### src/rtl/booth_pkg.sv
// Shared types and constants for the radix-4 Booth multiplier datapath.
package booth_pkg;

  localparam int unsigned MULT_WIDTH  = 32;
  localparam int unsigned MULT_ITERS  = MULT_WIDTH / 2;
  localparam int unsigned BOOTH_WIN_W = 3;

  typedef enum logic [1:0] {
    IDLE = 2'd0,
    RUN  = 2'd1,
    DONE = 2'd2
  } state_t;

endpackage

### src/rtl/booth_addend_select.sv
// Picks the Booth partial product (0, +/-M, +/-2M) from the decoder flags.
module booth_addend_select #(
  parameter int unsigned WIDTH = 32
) (
  input  logic [WIDTH-1:0] i_mcand,
  input  logic             i_same,
  input  logic             i_sub,
  input  logic             i_shift,
  output logic [WIDTH+1:0] o_addend
);

  localparam int unsigned AW = WIDTH + 2;

  logic [AW-1:0] w_m1;
  logic [AW-1:0] w_m2;
  logic [AW-1:0] w_sel;

  assign w_m1 = {{2{i_mcand[WIDTH-1]}}, i_mcand};
  assign w_m2 = {i_mcand[WIDTH-1], i_mcand, 1'b0};

  always_comb begin
    w_sel = '0;
    if (!i_same) begin
      w_sel = i_shift ? w_m2 : w_m1;
    end
  end

  // Negation is skipped for "same" windows so that 111 never yields -0 artefacts.
  assign o_addend = (i_sub && !i_same) ? (~w_sel + AW'(1)) : w_sel;

endmodule

### src/rtl/booth_mult_sequencer.sv
// Sequential radix-4 Booth multiplier: one 2-bit step per cycle, external window decoder.
module booth_mult_sequencer
  import booth_pkg::*;
#(
  parameter int unsigned WIDTH = MULT_WIDTH
) (
  input  logic                   clock,
  input  logic                   reset_n,
  input  logic                   ctrl_MULT,
  input  logic [WIDTH-1:0]       data_operandA,
  input  logic [WIDTH-1:0]       data_operandB,
  output logic [BOOTH_WIN_W-1:0] booth_bits,
  input  logic                   booth_same,
  input  logic                   booth_sub,
  input  logic                   booth_shift,
  output logic [WIDTH-1:0]       data_result,
  output logic                   data_exception,
  output logic                   data_resultRDY
);

  localparam int unsigned AW    = WIDTH + 2;
  localparam int unsigned ITERS = (WIDTH == MULT_WIDTH) ? MULT_ITERS : WIDTH / 2;
  localparam int unsigned CNT_W = (ITERS > 1) ? $clog2(ITERS) : 1;

  state_t           r_state;
  logic [AW-1:0]    r_acc;
  logic [WIDTH-1:0] r_mq;
  logic             r_q_m1;
  logic [WIDTH-1:0] r_mcand;
  logic [CNT_W-1:0] r_cnt;
  logic [WIDTH-1:0] r_result;
  logic             r_exception;
  logic             r_rdy;

  logic [AW-1:0]    w_addend;
  logic [AW-1:0]    w_sum;
  logic             w_last;
  logic             w_ovf;

  booth_addend_select #(
    .WIDTH (WIDTH)
  ) u_addend (
    .i_mcand  (r_mcand),
    .i_same   (booth_same),
    .i_sub    (booth_sub),
    .i_shift  (booth_shift),
    .o_addend (w_addend)
  );

  assign booth_bits = {r_mq[1], r_mq[0], r_q_m1};
  assign w_sum      = r_acc + w_addend;
  assign w_last     = (r_cnt == CNT_W'(ITERS - 1));

  // Product fits in WIDTH bits only if every bit above the result matches its sign.
  assign w_ovf = !((&{r_acc, r_mq[WIDTH-1]}) || !(|{r_acc, r_mq[WIDTH-1]}));

  always_ff @(posedge clock or negedge reset_n) begin
    if (!reset_n) begin
      r_state     <= IDLE;
      r_acc       <= '0;
      r_mq        <= '0;
      r_q_m1      <= 1'b0;
      r_mcand     <= '0;
      r_cnt       <= '0;
      r_result    <= '0;
      r_exception <= 1'b0;
      r_rdy       <= 1'b0;
    end else begin
      r_rdy <= 1'b0;

      // A finished operation is always reported, even if a new start lands on the same edge.
      if (r_state == DONE) begin
        r_result    <= r_mq;
        r_exception <= w_ovf;
        r_rdy       <= 1'b1;
      end

      if (ctrl_MULT) begin
        r_mcand <= data_operandA;
        r_mq    <= data_operandB;
        r_acc   <= '0;
        r_q_m1  <= 1'b0;
        r_cnt   <= '0;
        r_state <= RUN;
      end else begin
        case (r_state)
          IDLE: begin
            r_state <= IDLE;
          end
          RUN: begin
            r_acc  <= {{2{w_sum[AW-1]}}, w_sum[AW-1:2]};
            r_mq   <= {w_sum[1:0], r_mq[WIDTH-1:2]};
            r_q_m1 <= r_mq[1];
            r_cnt  <= r_cnt + CNT_W'(1);
            if (w_last) begin
              r_state <= DONE;
            end
          end
          DONE: begin
            r_state <= IDLE;
          end
          default: begin
            r_state <= IDLE;
          end
        endcase
      end
    end
  end

  assign data_result    = r_result;
  assign data_exception = r_exception;
  assign data_resultRDY = r_rdy;

endmodule

### config.mk
export PLATFORM = sky130hd
export DESIGN_NAME = booth_mult_sequencer
export DESIGN_NICKNAME = d
export VERILOG_FILES = /design/src/rtl/booth_pkg.sv /design/src/rtl/booth_addend_select.sv /design/src/rtl/booth_mult_sequencer.sv
export SDC_FILE = /design/constraint.sdc
export NUM_CORES = 1
export LEC_CHECK = 0
export BUFFER_PORTS_ARGS = -buffer_cell sky130_fd_sc_hd__buf_2
export CORE_MARGIN = 2
export CORE_UTILIZATION = 38
export CTS_BUF_LIST = sky130_fd_sc_hd__clkbuf_16
export CTS_CLUSTER_SIZE = 30
export DETAILED_ROUTE_END_ITERATION = 10
export PLACE_DENSITY = 0.55
export SLEW_MARGIN = 20
export SYNTH_ARGS = -nofsm -noshare
export SYNTH_HDL_FRONTEND = slang
export SYNTH_SLANG_ARGS = --single-unit
### constraint.sdc
create_clock -name clock -period 8.2 [get_ports clock]
set_input_delay 1.64 -clock clock [delete_from_list [all_inputs] [get_ports clock]]
set_output_delay 1.64 -clock clock [all_outputs]
set_load 0.02 [all_outputs]
### Word level (Yosys, flattened, before mapping)

Cells that the tools add are included.

* register bits after elaboration: 139
* bits in latches: 0
* memory bits (writable): 0
* ROM bits: 0
* input bits: 70
* memories kept: 0

* add/sub/neg operators: 3
* $mul: 0
* div/mod/pow operators: 0
* magnitude comparators: 0
* equality and inequality tests: 4
* shifts and indexed selects: 0
* muxes and demuxes: 15
* bitwise gates (word level): 1
* reduce and logical (&&, ||, !) cells: 8

Operators with widths (count)
* two-way mux 34 bit: 4
* two-way mux 32 bit: 3
* AND reduction 35 bit: 1
* OR reduction 35 bit: 1
* adder 34 x 1 -> 34 bit, second input constant: 1
* adder 34 bit: 1
* inverter 34 bit: 1
* two-way mux 4 bit: 2
* two-way mux 2 bit: 3
* adder 4 x 1 -> 4 bit, second input constant: 1
* equality test 4 bit, second input constant: 1
* logical NOT 1 bit: 3
* two-way mux 1 bit: 3
* inequality test 3 bit, second input constant: 1
* equality test 2 x 1 -> 1 bit, second input constant: 1
* equality test 2 bit, second input constant: 1
* nonzero test 2 bit: 1
* logical AND 1 bit: 1
* logical OR 1 bit: 1

### Logic depth before layout (Yosys ltp)

Gate-level depths: netlist of the first run.

* word-level depth: 8
* mapped depth: 24
* depth with buffers taken out: 18

### By module

Synthesis of the first run repeated with hierarchy kept, for this count alone.

* cells, all modules: 1041
* area, all modules: 9464.1 sq um

Modules (own cells, without submodules)
* booth_mult_sequencer: times used 1, cells an instance 739, area an instance 7592.3 sq um, sequential area each 3428.3 sq um
* booth_addend_select: times used 1, cells an instance 302, area an instance 1871.8 sq um, sequential area each 0.0 sq um

### Worst setup path before layout of the first run

No wires, ideal clock.

* kind: input to register
* start point: input port booth_shift
* end point: register r_acc[25]
* setup time: 0.069 ns
* arrival: 6.556 ns
* data required time: 8.131 ns
* setup slack: 1.574 ns
* cell stages on the path: 23
* buffers on the path: 6
* cells stage by stage: buf_4 -> buf_4 -> clkbuf_1 -> clkbuf_1 -> buf_1 -> nor2_1 -> nand2_1 -> ha_1 -> o21ai_0 -> o21bai_1 -> a211oi_1 -> o21ai_0 -> a2111oi_0 -> ha_1 -> clkbuf_1 -> a21oi_1 -> nor2_1 -> o311ai_0 -> a21oi_1 -> nor2_1 -> o211ai_1 -> or4b_2 -> nand3_1

* cells in the longest elaborated chain, start to end: 8

RTL lines
* start, declared: line booth_mult_sequencer.sv:15 `input logic booth_shift,`
* two-way mux 32 bit *: line booth_addend_select.sv:24 `w_sel = i_shift ? w_m2 : w_m1;`
* two-way mux 34 bit *: line booth_addend_select.sv:23 `if (!i_same) begin`
* inverter 34 bit: line booth_addend_select.sv:29 `assign o_addend = (i_sub && !i_same) ? (~w_sel + AW'(1)) : w_sel;`
* adder 34 x 1 -> 34 bit: line booth_addend_select.sv:29
* two-way mux 34 bit *: line booth_addend_select.sv:29
* adder 34 bit *: line booth_mult_sequencer.sv:51 `assign w_sum = r_acc + w_addend;`
* two-way mux 34 bit *: line booth_mult_sequencer.sv:86 `case (r_state)`
* two-way mux 34 bit *: line booth_mult_sequencer.sv:78 `if (ctrl_MULT) begin`
* end signal, assigned: line booth_mult_sequencer.sv:91 `r_acc <= {{2{w_sum[AW-1]}}, w_sum[AW-1:2]};`
* end, declared: line booth_mult_sequencer.sv:26 `logic [AW-1:0] r_acc;`

Mark *: on every way between the ends. The rest lies on a longest branch, timed or not. The select of a mux whose other input is x is not followed.
A chain may end at the register's enable or synchronous reset.

### Worst setup path in the final report of the first run

* start point: input port booth_shift
* end point: register r_acc[32]

The elaborated chain is that of the path after synthesis.

==> results.sh, run 1 <==
export IMPL_grt_first_pass_wirelength_um=39800
export IMPL_wire_per_inst_um=17.2
export IMPL_clk_pin_slew_worst_paths_ps=70
export IMPL_dp_cells=1372
export IMPL_cpPeakStageDelay_ps=640
export IMPL_nets=1179
export IMPL_post_route_min_period_ps=6380
export IMPL_path_cells="buf_2 > buf_4 > and2b_2 > nor4b_4 > a31oi_1 > or4_1 > or3_1 > o21ai_0 > xor2_1 > nor2_1 > ha_1 > and2_1 > nand2_1 > nor3_1 > nand4_1 > o21ai_0 > o21ai_0 > a2111o_1"
export IMPL_grt_total_usage_pct=19.4
export IMPL_die_w_um=159
export IMPL_antenna_found_initial=0
export IMPL_rrSetupSlack_ps=3150
export IMPL_ioPinCount=107
export IMPL_yosys_register_bits=137
export IMPL_drc=0
export IMPL_hold_buffers=0
export IMPL_drt_iter0_markers=484
export IMPL_status="finished clean"
export IMPL_rsz0062_at_grt="false"
export IMPL_grt_start_max_net_pins=79
export IMPL_syn_nets=1110
export IMPL_setup_slack_ps=1820
export IMPL_setup_worst_path_start_class="input port"
export IMPL_area_growth_pct=14.7
export IMPL_cp_end_kind="register"
export IMPL_clk_latency_ps=430
export IMPL_maxCapViolCount=0
export IMPL_async_flop_share_pct=100
export IMPL_pre_cts_slack_ps=1420
export IMPL_rows=56
export IMPL_path_class="input port to register"
export IMPL_cp_arrival_ps=6680
export IMPL_powerDensity_nw_per_um2=222
export IMPL_port_buffers=106
export IMPL_finalHoldViolCount=0
export IMPL_drive_above_1_share_pct=21.2
export IMPL_cts_tree="yes"
export IMPL_place_gp_congestion=0.891
export IMPL_syn_cell_area_um2=9120
export IMPL_drt_met1_wl_um=11600
export IMPL_fillers=2342
export IMPL_ir_worst_vdd_mv=0.117
export IMPL_min_path_cells=2
export IMPL_wl_met3_um=1340
export IMPL_cp_required_ps=8510
export IMPL_clock_sinks=137
export IMPL_total_power_uw=2330
export IMPL_met2WireLength_um=11100
export IMPL_p_leak_uw=0.00478
export IMPL_rr_worst_depth=17
export IMPL_maxSlewHeadroom_pct=35.4
export IMPL_crit_slowest_cell="or4_1"
export IMPL_initial_utilization_pct=38.7
export IMPL_setup_violations=0
export IMPL_hpwl_um=16900
export IMPL_post_cts_setup_buffer_count=0
export IMPL_die_area_um2=25300
export IMPL_path_max_fanout=51
export IMPL_ys_flop_type="dfrtp_1"
export IMPL_hold_ws_ps=496
export IMPL_crit_top_cell="o21ai_0"
export IMPL_hold_path_class="register to register"
export IMPL_grt_pass1_vias=7378
export IMPL_yosys_warnings=0
export IMPL_drtAntennaViolNets=0
export IMPL_final_max_slew_violation_count=0
export IMPL_tns_ps=0
export IMPL_seq_area_frac_synth_pct=37.6
export IMPL_diodes=0
export IMPL_synthCells=1004
export IMPL_synth_cell_types=68
export IMPL_die_h_um=159
export IMPL_postSynthAreaPerCell_um2=9.08
export IMPL_cts_path_max_buffers=2
export IMPL_postCtsResizedCells=0
export IMPL_dr_pass1_iters=4
export IMPL_tightest_slew_ps=969
export IMPL_cts_max_level=4
export IMPL_layoutNonFillerInstCount=1405
export IMPL_post_drt_via_cell_ratio=5.49
export IMPL_finalCritPeriodShare_pct=77.8
export IMPL_wl_um=24200
export IMPL_synth_edf_count=0
export IMPL_grt_ovfl_total=0
export IMPL_cts_root_buf="clkbuf_16"
export IMPL_core_area_um2=23500
export IMPL_fmaxAchievable_mhz=157
export IMPL_highest_layer="met4"
export IMPL_vias=7718
export IMPL_finClkSkew_ps=8.21
export IMPL_numCtsBuffers=17
-- critical path, delay by kind of cell --
kind / cells / cell delay [ps]
AOI/OAI and AO/OA: 5 / 1200
xor gates and xnor gates: 1 / 220
adders and majority gates: 1 / 350
buffers and inverters: 2 / 890
and+or+nand+nor: 9 / 2370
-- state kept, by name, indices dropped and copies added, names as in the netlist --
signal	cells
data_result	32
r_acc	32
r_mcand	32
data_exception	1
r_cnt	4
r_mq	32
r_q_m1	1
data_resultRDY	1
r_state	2
-- report_power, final --
part           leakage, µW  internal (µW)  total, µW  switching, µW
clock network     0.000287            412        790            377
logic              0.00274            286        663            377
registers          0.00175            759        874            115
-- kinds of logic after synthesis --
logic type,share of synthesized area [%]
multiplexers,13.3
adder cells (fa/ha/maj),5.02
XOR/XNOR,4.03
flip-flops,37.6
AND/OR/NAND/NOR,17.7
AO/OA/AOI/OAI,18.8
buffers and inverters,3.57
-- through the flow --
stage | util (%) | area, µm²
after global routing | 44.4 | 10500
final | 44.4 | 10500
after floorplan | - | 9120
after CTS | 44.4 | 10400
after detailed placement | 41.8 | 9840
after global placement | 41.8 | 9840
-- area by class of cell --
class                   instances  area, µm²  area share, %
multi-input cells             790       5380           51.5
flip-flops and latches        137       3430           32.8
clock inverters                15        174           1.66
repair buffers                111        589           5.63
inverters                      16       62.6          0.598
well taps                     319        399           3.81
clock buffers                  17        425           4.07
-- path summary, 6_finish.rpt --
check                                from        endpoint
setup / recovery              booth_shift       r_acc[32]
setup reg to reg               r_mcand[0]       r_acc[25]
max in group asynchronous         reset_n        r_mq[24]
hold / removal             data_exception  data_exception
min in group asynchronous         reset_n       r_acc[16]
hold reg to reg            data_exception  data_exception
-- metal layers --
metal	vias up	global-route usage, %
met1	3720	27.4
met2	180	30.3
met5	-	0
met3	13	4.49
li1	3805	-
met4	0	4.21
-- cell usage after synthesis, types with 14 or more instances --
library cell,count,area [µm²]
dfrtp_1,137,3430
nand2_1,123,462
a21oi_1,85,425
o21ai_0,74,370
nor2_1,71,267
mux2_2,64,721
mux2i_1,49,490
clkbuf_1,44,165
ha_1,35,438
xnor2_1,32,280
a21o_1,23,173
nand3_1,19,95.1
nand4_1,18,113
nor3_1,18,90.1
nor2b_1,15,93.8
inv_1,14,52.6
-- placed cells by master (no fill, tap or decap), types with 17 or more instances in the layout --
cell type	count
dfrtp_1	137
nand2_1	123
buf_2	104
a21oi_1	85
o21ai_0	74
nor2_1	71
mux2_2	64
mux2i_1	49
ha_1	35
xnor2_1	32
a21o_1	23
nand3_1	19
nand4_1	18
nor3_1	18
clkbuf_16	17
Note: power is estimated with default switching activity, not from simulation.
==> run 2: changes to the inputs <==
- ABC_AREA: unset -> 1
- clock period: 8.2 -> 6.1 ns (I/O delays scaled with it)
==> results.sh, run 2 <==
export IMPL_yosys_warnings=0
export IMPL_grt_first_pass_wirelength_um=41500
export IMPL_final_max_slew_violation_count=0
export IMPL_fin_util_pct=44.4
export IMPL_cp_arrival_ps=5140
export IMPL_port_buffers=106
export IMPL_maxSlewHeadroom_pct=31.7
export IMPL_finalCritPeriodShare_pct=79.1
export IMPL_pre_cts_slack_ps=867
export IMPL_clk_latency_ps=430
export IMPL_path_cells="buf_2 > inv_2 > nand2_2 > inv_1 > o21ai_0 > xor2_1 > ha_1 > nand2_1 > nor2_1 > nand2_1 > o21ai_0 > nand4_1 > a21oi_1 > o21ai_0"
export IMPL_synth_top_area_cell="dfrtp_1"
export IMPL_seq_area_frac_synth_pct=38.1
export IMPL_hold_path_class="register to register"
export IMPL_syn_nets=1344
export IMPL_numCtsBuffers=17
export IMPL_path_max_fanout=33
export IMPL_wire_per_inst_um=15.3
export IMPL_place_gp_congestion=0.950
export IMPL_tightest_slew_ps=1020
export IMPL_tns_ps=0
export IMPL_drtAntennaViolNets=0
export IMPL_nets=1430
export IMPL_clk_pin_slew_worst_paths_ps=70
export IMPL_final_cell_mix="nand2_1 (396), dfrtp_1 (137), inv_1 (129)"
export IMPL_ys_flop_type="dfrtp_1"
export IMPL_fmaxAchievable_mhz=207
export IMPL_cts_max_level=4
export IMPL_yosysMostFrequentCell="nand2_1"
export IMPL_grt_total_usage_pct=21.4
export IMPL_cp_end_kind="register"
export IMPL_post_route_min_period_ps=4830
export IMPL_cts_path_max_buffers=2
export IMPL_die_h_um=158
export IMPL_cp_required_ps=6410
export IMPL_dp_cells=1624
export IMPL_layoutNonFillerInstCount=1656
export IMPL_synth_cell_types=39
export IMPL_die_w_um=158
export IMPL_antenna_found_initial=0
export IMPL_setup_worst_path_start_class="input port"
export IMPL_grt_ovfl_total=0
export IMPL_drt_iter0_markers=461
export IMPL_clock_sinks=137
export IMPL_crit_slowest_cell="inv_1"
export IMPL_cts_root_buf="clkbuf_16"
export IMPL_postSynthAreaPerCell_um2=7.27
export IMPL_setup_slack_ps=1270
export IMPL_maxCapViolCount=0
export IMPL_cpPeakStageDelay_ps=590
export IMPL_initial_utilization_pct=38.6
export IMPL_final_common_cell="nand2_1"
export IMPL_ioPinCount=107
export IMPL_dr_pass1_iters=5
export IMPL_worstSetupStartpoint="booth_same"
export IMPL_synthCells=1238
export IMPL_hold_buffers=0
export IMPL_synth_top_area_share_pct=38.1
export IMPL_path_class="input port to register"
export IMPL_hpwl_um=19200
export IMPL_async_flop_share_pct=100
export IMPL_drive_above_1_share_pct=14.4
export IMPL_die_area_um2=24900
export IMPL_status="finished clean"
export IMPL_yosys_register_bits=137
export IMPL_drc=0
export IMPL_post_drt_via_cell_ratio=5.00
export IMPL_grt_start_max_net_pins=95
export IMPL_finalHoldViolCount=0
export IMPL_synthTopCellsByArea="dfrtp_1 (38%), nand2_1 (17%), o21ai_0 (6.3%), inv_1 (5.4%), ha_1 (4.9%)"
export IMPL_rsz0062_at_grt="false"
export IMPL_rows=56
export IMPL_hold_ws_ps=477
export IMPL_core_area_um2=23300
export IMPL_wl_um=25400
export IMPL_ir_worst_vdd_mv=0.191
export IMPL_area_growth_pct=15.1
export IMPL_synth_edf_count=0
export IMPL_finClkSkew_ps=13.8
export IMPL_synth_top_cells_by_count="nand2_1 (396), dfrtp_1 (137), inv_1 (129)"
export IMPL_crit_top_cell="o21ai_0"
export IMPL_vias=8281
export IMPL_post_cts_setup_buffer_count=0
export IMPL_setup_violations=0
export IMPL_rr_worst_depth=20
export IMPL_syn_cell_area_um2=9000
export IMPL_cts_tree="yes"
export IMPL_grt_pass1_vias=7822
export IMPL_powerDensity_nw_per_um2=357
export IMPL_reg2reg_from="r_mcand[0]"
export IMPL_crit_path_end="r_acc[27]"
export IMPL_postCtsResizedCells=0
export IMPL_fillers=2428
export IMPL_p_leak_uw=0.00524
export IMPL_diodes=0
export IMPL_r2r_end="r_acc[32]"
export IMPL_rrSetupSlack_ps=2380
==> run 2: cell types whose count changed in the layout (fill, tap and decap cells not counted), moves of 35 or more <==
| cell | previous run | this run |
|---|---|---|
| nand2_1 | 123 | 396 |
| mux2i_1 | 49 | 0 |
| mux2_2 | 64 | 0 |
| a21oi_1 | 85 | 50 |
| o21ai_0 | 74 | 113 |
| inv_1 | 14 | 129 |
==> run 2: power breakdown <==
part	internal (µW)	switching, µW	total, µW
clock network	629	487	1120
logic	475	898	1370
registers	1050	163	1220
total	2160	1550	3700
==> run 2: stage by stage <==
step | power (µW) | cell area, µm²
after floorplan | 2170 | 9000
after global placement | 2600 | 9740
after detailed placement | 2580 | 9740
after CTS | 3710 | 10400
after global routing | 3970 | 10400
final | 3700 | 10400
==> run 2: layout make-up <==
| class | instances | area, µm² | area share [%] |
|---|---|---|---|
| multi-input cells | 920 | 4820 | 46.5 |
| flip-flops and latches | 137 | 3430 | 33.1 |
| repair buffers | 111 | 574 | 5.54 |
| inverters | 137 | 514 | 4.96 |
| clock buffers | 17 | 425 | 4.11 |
| well taps | 319 | 399 | 3.85 |
| clock inverters | 15 | 198 | 1.91 |
==> run 2: routing by layer <==
| metal | global-route usage, % | share of wire, % | routed length (µm) | vias up |
|---|---|---|---|---|
| met3 | 3.45 | 5.0 | 1260 | 25 |
| li1 | - | - | - | 4232 |
| met2 | 34.0 | 44 | 11200 | 188 |
| met1 | 30.4 | 50 | 12600 | 3836 |
| met4 | 5.15 | 1.3 | 342 | 0 |
| met5 | 0 | 0 | 0 | - |
==> run 2: worst max-delay path: cells and delay by family <==
kind | cells | cell delay (ps)
xor+xnor | 1 | 200
fa+ha+maj | 1 | 350
simple gates | 5 | 1070
buf+inv | 3 | 1210
compound gates | 4 | 1070
==> run 2: kinds of logic (layout without fill, tap and decap cells) <==
family	Yosys count	in the layout	share of synthesized area, %
flip-flops	137	137	38.1
adder cells (fa/ha/maj)	36	36	5.09
AND/OR/NAND/NOR	620	620	29.9
XOR/XNOR	47	47	4.57
AO/OA/AOI/OAI	217	217	14.0
buffers and inverters	181	280	8.37
==> run 2: how the worst min path moves through the flow <==
stage                    from        endpoint  slack (ps)  depth (start not counted)
2_1_floorplan        r_cnt[3]        r_cnt[3]         430                          1
3_3_place_gp         r_cnt[3]        r_cnt[3]         450                          1
3_5_place_dp         r_cnt[3]        r_cnt[3]         450                          1
4_1_cts              r_cnt[3]        r_cnt[3]         470                          1
5_1_grt              r_cnt[3]        r_cnt[3]         500                          1
6_report       data_result[0]  data_result[0]         480                          2
==> run 3: changes to the inputs <==
- PLACE_DENSITY: 0.55 -> 0.57
- clock period: 6.1 -> 4.24 ns (I/O delays scaled with it)
==> results.sh, run 3 (synthesized netlist as in run 2, its figures left out) <==
export IMPL_ir_worst_vdd_mv=0.265
export IMPL_cts_path_max_buffers=2
export IMPL_numCtsBuffers=17
export IMPL_setup_worst_path_start_class="input port"
export IMPL_cp_top_family="simple AND/OR/NAND/NOR gates"
export IMPL_die_w_um=158
export IMPL_seq_power_share_pct=33.5
export IMPL_swShare_pct=42.4
export IMPL_cts_max_level=4
export IMPL_diodes=0
export IMPL_wire_per_inst_um=14.8
export IMPL_postPlaceCellArea_um2=9830
export IMPL_grt_ovfl_total=0
export IMPL_maxSlewHeadroom_pct=29.9
export IMPL_powerDensity_nw_per_um2=500
export IMPL_place_gp_congestion=0.942
export IMPL_hold_ws_ps=419
export IMPL_clock_sinks=137
export IMPL_path_max_fanout=17
export IMPL_postCtsResizedCells=0
export IMPL_rows=56
export IMPL_finClkSkew_ps=17.3
export IMPL_area_growth_pct=16.0
export IMPL_p_comb_share_pct=37.2
export IMPL_rr_worst_depth=20
export IMPL_crit_slowest_cell="ha_1"
export IMPL_status="finished clean"
export IMPL_p_int_uw=3010
export IMPL_clk_latency_ps=440
export IMPL_cts_root_buf="clkbuf_16"
export IMPL_vias=8227
export IMPL_finalHoldViolCount=0
export IMPL_post_route_min_period_ps=3810
export IMPL_grt_first_pass_wirelength_um=40800
export IMPL_dr_pass1_iters=5
export IMPL_cp_end_kind="register"
export IMPL_hold_buffers=0
export IMPL_critical_path_depth=21
export IMPL_antenna_found_initial=0
export IMPL_drc=0
export IMPL_initial_utilization_pct=38.6
export IMPL_design_area_um2=10400
export IMPL_clk_pin_slew_worst_paths_ps=70
export IMPL_drive_above_1_share_pct=15.2
export IMPL_path_class="input port to register"
export IMPL_total_power_uw=5220
export IMPL_fin_util_pct=44.7
export IMPL_cts_tree="yes"
export IMPL_cpPeakStageDelay_ps=340
export IMPL_hpwl_um=18500
export IMPL_drtAntennaViolNets=0
export IMPL_port_buffers=106
export IMPL_wl_um=24700
export IMPL_fillers=2422
export IMPL_ioPinCount=107
export IMPL_finalCritPeriodShare_pct=90.0
export IMPL_fmaxAchievable_mhz=262
export IMPL_critPathBufInv=3
export IMPL_grt_start_max_net_pins=98
export IMPL_final_common_cell="nand2_1"
export IMPL_path_cells="buf_2 > inv_2 > buf_4 > nand2_1 > nand3_1 > nand2_1 > nor2_2 > nand2_1 > o21ai_4 > nand2_2 > xnor2_1 > ha_1 > a21oi_1 > a21boi_0 > nand2_1 > a21oi_1 > nand2_1 > nor2_1 > nand3_1 > nand3_1 > nand2_1"
export IMPL_hold_path_class="input port to async pin"
export IMPL_maxCapViolCount=0
export IMPL_post_cts_setup_buffer_count=0
export IMPL_p_clk_share_pct=29.3
export IMPL_rsz0062_at_grt="false"
export IMPL_cp_arrival_ps=4130
export IMPL_post_drt_via_cell_ratio=4.94
export IMPL_p_leak_uw=0.00528
export IMPL_grt_pass1_vias=8060
export IMPL_grt_total_usage_pct=21.0
export IMPL_nets=1441
export IMPL_die_h_um=158
export IMPL_cp_required_ps=4560
export IMPL_final_cell_mix="nand2_1 (396), dfrtp_1 (137), inv_1 (129)"
export IMPL_core_area_um2=23300
export IMPL_die_area_um2=24900
export IMPL_drt_iter0_markers=473
export IMPL_tightest_slew_ps=1050
export IMPL_p_sw_uw=2210
export IMPL_final_max_slew_violation_count=0
export IMPL_crit_top_cell="nand2_1"
export IMPL_setup_violations=0
[run 3: cell count changes in the layout (fill, tap and decap cells not counted)]
cell / change
clkinvlp_4: +2
buf_12: +1
buf_4: +10
clkinv_1: -1
inv_8: +2
clkinv_8: +3
bufinv_16: -2
inv_2: +1
inv_6: -5
[run 3: per-stage QoR]
step                setup slack (ps)  cells  TNS (ps)
floorplan                        726   1238         0
global placement                60.9   1635         0
detailed placement             -25.7   1635     -25.7
CTS                              433   1667         0
global route                    54.6   1667         0
finish                           426   1667         0
[run 3: power groups by stage]
stage	clock, µW	sequential [µW]	combinational [µW]
after global placement	0	1760	1920
final	1530	1750	1940
after global routing	1620	1770	2210
after CTS	1570	1740	1930
after floorplan	0	1680	1450
after detailed placement	0	1760	1920
[run 3: cell type report]
type                            count  area [µm²]  area share [%]
Timing Repair Buffer              122         669            6.41
Sequential cell                   137        3430            32.8
Tap cell                          319         399            3.82
Clock inverter                     15         180            1.73
Clock buffer                       17         425            4.08
Multi-Input combinational cell    920        4820            46.2
Inverter                          137         514            4.93
[run 3: metal layers]
metal	vias up	track usage, %	share of wire [%]
met4	0	6.97	2.3
met1	3758	28.7	48
li1	4248	-	-
met5	-	0	0
met3	33	2.87	4.2
met2	188	34.2	45
[run 3: worst paths after layout]
path / end / startpoint / slack, ps
worst max-delay path: r_acc[32] / booth_shift / 430
worst min-delay path: r_mcand[2] / reset_n / 420
worst max register to register: r_acc[32] / r_mcand[0] / 710
worst min register to register: r_cnt[3] / r_cnt[3] / 470
max in group asynchronous: data_exception / reset_n / 3010
min in group clock: r_cnt[3] / r_cnt[3] / 470
